===== src/rtl/sub1_pkg.sv =====
// Shared types for the sub1 feeder: byte/frame/tag types and the byte-index FSM states.
package sub1_pkg;

  localparam int FRAME_BYTES = 3;

  typedef logic [7:0]      byte_t;
  typedef logic [0:2][7:0] frame_t;
  typedef logic [1:0]      tag_t;

  typedef enum logic [1:0] {
    B0 = 2'd0,
    B1 = 2'd1,
    B2 = 2'd2
  } feeder_state_e;

endpackage


===== src/rtl/sub1_byte_asm.sv =====
// Byte-to-frame assembler: tracks the index of the next byte, captures bytes 0/1 and
// flags short/long frames. frame_done is a same-cycle strobe with byte 2 on the frame bus.
module sub1_byte_asm
  import sub1_pkg::*;
#(
  parameter bit STRICT_LAST = 1'b1
) (
  input  logic   clk,
  input  logic   rst,
  input  logic   accept,
  input  byte_t  data,
  input  logic   last,
  input  logic   flush,
  output frame_t frame,
  output logic   frame_done,
  output logic   err
);

  feeder_state_e state;
  byte_t         byte0_q;
  byte_t         byte1_q;

  always_ff @(posedge clk) begin
    if (rst) begin
      state <= B0;
      err   <= 1'b0;
    end else begin
      err <= 1'b0;
      if (flush) begin
        state <= B0;
      end else if (accept) begin
        case (state)
          B0: begin
            if (last) err <= 1'b1;
            else      state <= B1;
          end
          B1: begin
            if (last) begin
              err   <= 1'b1;
              state <= B0;
            end else begin
              state <= B2;
            end
          end
          B2: begin
            state <= B0;
            if (STRICT_LAST && !last) err <= 1'b1;
          end
          default: state <= B0;
        endcase
      end
    end
  end

  // Payload registers carry no reset: their contents are only observed through a completed frame.
  always_ff @(posedge clk) begin
    if (accept && state == B0) byte0_q <= data;
    if (accept && state == B1) byte1_q <= data;
  end

  always_comb begin
    frame      = {byte0_q, byte1_q, data};
    frame_done = accept && !flush && (state == B2) && !(STRICT_LAST && !last);
  end

endmodule


===== src/rtl/sub1_feeder.sv =====
// Upstream feeder for sub1: assembles 3-byte frames and drives sub1's registered inputs.
// Optional history (sig_d = previous frame) is built only when SUB1_FEEDER_HIST_EN is defined.
module sub1_feeder
  import sub1_pkg::*;
#(
  parameter bit STRICT_LAST = 1'b1
) (
  input  logic   clk,
  input  logic   rst,
  input  logic   in_valid,
  output logic   in_ready,
  input  byte_t  in_data,
  input  logic   in_last,
  input  logic   flush,
  output logic   sig_a,
  output tag_t   sig_b,
  output frame_t sig_c,
  output byte_t  sig_d [0:FRAME_BYTES-1],
  output logic   err
);

  logic   accept;
  logic   frame_done;
  frame_t frame;
  tag_t   tag_cnt;

  assign accept = in_valid & in_ready;

  sub1_byte_asm #(
    .STRICT_LAST (STRICT_LAST)
  ) u_asm (
    .clk        (clk),
    .rst        (rst),
    .accept     (accept),
    .data       (in_data),
    .last       (in_last),
    .flush      (flush),
    .frame      (frame),
    .frame_done (frame_done),
    .err        (err)
  );

  // Emit stage: outputs move only when the assembler completes a frame.
  always_ff @(posedge clk) begin
    if (rst) begin
      in_ready <= 1'b0;
      sig_a    <= 1'b0;
      sig_b    <= '0;
      sig_c    <= '0;
      tag_cnt  <= '0;
    end else begin
      in_ready <= 1'b1;
      sig_a    <= frame_done;
      if (frame_done) begin
        sig_c   <= frame;
        sig_b   <= tag_cnt;
        tag_cnt <= tag_cnt + 2'd1;
      end
    end
  end

`ifdef SUB1_FEEDER_HIST_EN
  always_ff @(posedge clk) begin
    if (rst) begin
      for (int i = 0; i < FRAME_BYTES; i++) sig_d[i] <= '0;
    end else if (frame_done) begin
      for (int i = 0; i < FRAME_BYTES; i++) sig_d[i] <= sig_c[i];
    end
  end
`else
  always_comb begin
    for (int i = 0; i < FRAME_BYTES; i++) sig_d[i] = '0;
  end
`endif

endmodule


===== config.mk =====
export PLATFORM = sky130hd
export DESIGN_NAME = sub1_feeder
export DESIGN_NICKNAME = d
export VERILOG_FILES = /design/src/rtl/sub1_pkg.sv /design/src/rtl/sub1_byte_asm.sv /design/src/rtl/sub1_feeder.sv
export SDC_FILE = /design/constraint.sdc
export NUM_CORES = 1
export LEC_CHECK = 0
export BUFFER_PORTS_ARGS = -buffer_cell sky130_fd_sc_hd__buf_2
export CAP_MARGIN = 5
export CORE_UTILIZATION = 35
export CTS_CLUSTER_DIAMETER = 60
export DETAILED_ROUTE_END_ITERATION = 10
export GPL_ROUTABILITY_DRIVEN = 0
export PLACE_DENSITY = 0.66
export SLEW_MARGIN = 25
export SYNTH_ARGS = -nofsm -noshare
export SYNTH_HDL_FRONTEND = slang
export SYNTH_SLANG_ARGS = --single-unit

===== constraint.sdc =====
create_clock -name clk -period 4.6 [get_ports clk]
set_input_delay 0.92 -clock clk [delete_from_list [all_inputs] [get_ports clk]]
set_output_delay 0.92 -clock clk [all_outputs]
set_load 0.05 [all_outputs]

# Yosys cells after proc, flatten, opt, wreduce, memory -nomap -nowiden
# Cells that the tools add are included.
# word_totals
output_inout_bits	53
ff_bits	49
wordCells	35
inputBits	13
# op_classes
n_bitwise	2
n_addsub	1
eq_ne	3
n_mux	7
reduce_logical	11
# ops
op	count
logical AND 1 bit	5
two-way mux 2 bit	2
one-hot mux 2 bit (2 select lines)	1
OR reduction 2 bit	2
two-way mux 1 bit	3
OR reduction 3 bit	1
adder 2 x 1 -> 2 bit, second input constant	1
== test 2 x 1 -> 1 bit, second input constant	1
== test 2 bit, second input constant	1
logical NOT 2 bit	1
!= test 2 bit, second input constant	1
one-hot mux 1 bit (2 select lines)	1
AND reduction 2 bit	1
bitwise AND 1 bit	1
logical NOT 1 bit	1
NOT 1 bit	1

# Depth between registers and ports, before layout
# logic_depth
depth_word	4
mapped_depth	5
mapped_depth_nobuf	3

# By module
# From an unflattened synthesis, not the netlist that was laid out.
# hier_totals
cells_unflattened	163
area_unflattened_um2	1966.9
# modules_own_cells
mod	n_inst	cells_each	area_per_inst_um2	seq_area_each_um2
sub1_feeder	1	122	1253.7	600.6
sub1_byte_asm	1	41	713.2	540.5

# Least setup slack after synthesis
# OpenSTA, ideal clock, no wires.
# synth_timing
path_kind	in2reg
from	input in_valid
to	register u_asm.byte0_q[0] (enable)
setup_slack_ns	2.377
cell_stages	3
arrival_ns	1.840
setup_ns	0.383
required_time_ns	4.217
path_buffers	1
path_cell_list	nand2_1 clkbuf_1 nor3_1
# synth_via
elab_chain_cells	2
# synth_rtl
item	line_no	text
start: declaration	sub1_feeder.sv:10	input logic in_valid,
bitwise AND 1 bit	sub1_feeder.sv:27	assign accept = in_valid & in_ready;
logical AND 1 bit	sub1_byte_asm.sv:57	if (accept && state == B0) byte0_q <= data;
end signal: assignment	sub1_byte_asm.sv:57	
end: declaration	sub1_byte_asm.sv:20	byte_t byte0_q;
# No other way between the ends.
# A chain may end at the register's enable or synchronous reset.

# Final worst setup path
# layout_timing
from	input flush
to	register tag_cnt[0]
# layout_via
elab_chain_cells	4
# layout_rtl
item	line_no	text
start: declaration	sub1_feeder.sv:14	input logic flush,
logical NOT 1 bit	sub1_byte_asm.sv:63	frame_done = accept && !flush && (state == B2) && !(STRICT_LAST && !last);
logical AND 1 bit (3 in series)	sub1_byte_asm.sv:63	
end signal: assignment	sub1_feeder.sv:57	tag_cnt <= tag_cnt + 2'd1;
end: declaration	sub1_feeder.sv:25	tag_t tag_cnt;
# No other way between the ends.

==> out/qor.csv <==
metric,value,unit
arrival,2720,ps
pre_cts_ws,1650,ps
cp-end-kind,flop,
wl,3590,um
tns,0,ps
grt_max_degree,34,
grtUsageTotal,13.0,%
synthToLayoutAreaGrowth,11.2,%
num_io_pins,66,
grt.overflow.total,0,
cp-start-kind,input pin,
grt_pass1_vias,1314,
cts-resized-gates,0,
drv_slew,0,
irDropWorstVdd,0.000262,V
cp_max_fo,29,
slew_headroom,30.9,%
grt_pass1_wl,6060,um
cts.clk_slew.worst_paths,80,ps
floorplan.rows,26,
fmax,400,MHz
ys_warn_count,0,
dieHeight,76.7,um
antenna_found_initial,0,
core,5240,um^2
drt_iter0_markers,41,
fin_worst_skew,7.07,ps
synth_seq_cells,49,
cp.required,4820,ps
seq_area_frac_synth,58.5,%
syn_area_per_cell,10.1,um^2
cts_root_buffer,clkbuf_8,
final.period_utilization,54.3,%
syn-cell-area,1950,um^2
worstSetupPathType,input pin to flop,
vias_per_cell,4.72,
ys_types,26,
route.vias.total,1397,
clkLatencyLatePin,300,ps
nets,238,
clock_path_buffers,2,
holdBufCountCts,0,
worst_pin_slew,1030,ps
status,finished clean,
layout_common_cells,"41 x buf_2, 33 x dfxtp_1, 28 x a21oi_1, 27 x nand3_1, 24 x conb_1",
ant_nets,0,
hold_viol_final,0,
holdWs,475,ps
dpl.hpwl,2390,um
leakagePower,0.856,nW
numPortBuffers,41,
finalPower,0.773,mW
synth_cells,193,
powerDensity,356,nW/um^2
die_w,76.7,um
n_antenna_cell,0,
clock-sinks,49,
dieArea,5880,um^2
cts_setup_buffers,0,
htreeDepth,2,
setup_slack,2100,ps
layout_min_cycle_time,2500,ps
wl_per_cell,12.1,um
start_util,37.2,%
setup_viol,0,
rsz0062_at_grt,false,
hold_class,flop to flop,
drive_gt1_share,22.1,%
drc,0,
cap_violations,0,
cts_tree,done,
cts_buffers,5,
layout_commonest_cell,buf_2,
drt_first_pass_iters,4,
-- layout make-up --
cell class,instances,area (um^2)
clock buffers,8,90.1
well taps,70,87.6
multi-input cells,125,629
inverters,2,7.51
fillers,547,3070
flip-flops and latches,49,1140
repair buffers,42,213
-- registers in the layout, summed over array words and instances, names as in the netlist --
name	flops
tag_cnt	2
sig_b	2
sig_a	1
u_asm.byte1_q	8
sig_c	24
u_asm.state	2
in_ready	1
u_asm.err	1
u_asm.byte0_q	8
-- metal layers --
metal / track usage, % / routed length (um)
met2: 21.1 / 1620
met4: 5.19 / 61
met3: 4.17 / 189
met5: 0 / 0
met1: 15.9 / 1710
-- worst max-delay path, cell delays in order --
cell and delay [ps]:
buf_2 120, nand4bb_1 890, or3_1 650, a21oi_1 140
-- cells by family (layout without fill, tap and decap cells) --
logic type,count (synthesis),after routing,synth area share [%]
and+or+nand+nor,43,43,12.0
AOI/OAI and AO/OA,57,57,14.9
DFF,49,49,58.5
buffers and inverters,42,52,13.9
other,1,24,0.192
muxes,1,1,0.513
-- cell usage after synthesis --
cell type | n | area [um^2]
nor2_1 | 1 | 3.75
and2_1 | 1 | 6.26
nor4_1 | 1 | 6.26
inv_1 | 2 | 7.51
or3_1 | 1 | 6.26
a211oi_1 | 2 | 15.0
o21ai_1 | 10 | 50.1
mux2i_1 | 1 | 10.0
nand3_1 | 27 | 135
a21oi_1 | 28 | 140
or2_2 | 1 | 6.26
nor3_1 | 2 | 10.0
and3_1 | 1 | 6.26
clkbuf_1 | 9 | 33.8
buf_6 | 2 | 22.5
conb_1 | 1 | 3.75
buf_4 | 25 | 188
o21ai_0 | 17 | 85.1
dfxtp_1 | 33 | 661
nor3b_1 | 1 | 7.51
nand3b_1 | 1 | 7.51
and4bb_1 | 1 | 12.5
nand2_1 | 4 | 15.0
edfxtp_1 | 16 | 480
buf_2 | 4 | 20.0
nand4bb_1 | 1 | 11.3
-- worst paths after layout --
kind / from / endpoint / slack [ps] / cells past startpoint
worst min-delay path: sig_c[19] / sig_c[19] / 480 / 2
worst max-delay path: flush / tag_cnt[0] / 2100 / 4
worst min register to register: sig_c[19] / sig_c[19] / 480 / 2
worst max register to register: u_asm.state[0] / tag_cnt[0] / 2440 / 3
-- power by group --
| part | leakage, nW | internal (mW) | switching [mW] |
|---|---|---|---|
| clock | 0.0455 | 0.123 | 0.127 |
| combinational | 0.397 | 0.00689 | 0.0641 |
| sequential | 0.413 | 0.451 | 0.00151 |
| total | 0.856 | 0.580 | 0.193 |
-- metrics by stage --
stage | std cells | area, um^2 | util [%]
final | 296 | 2170 | 41.4
after global routing | 296 | 2170 | 41.4
after CTS | 296 | 2160 | 41.3
after detailed placement | 288 | 2070 | 39.6
after global placement | 288 | 2070 | 39.6
after floorplan | 216 | 2040 | -
Power figures use the tool's default switching activity.
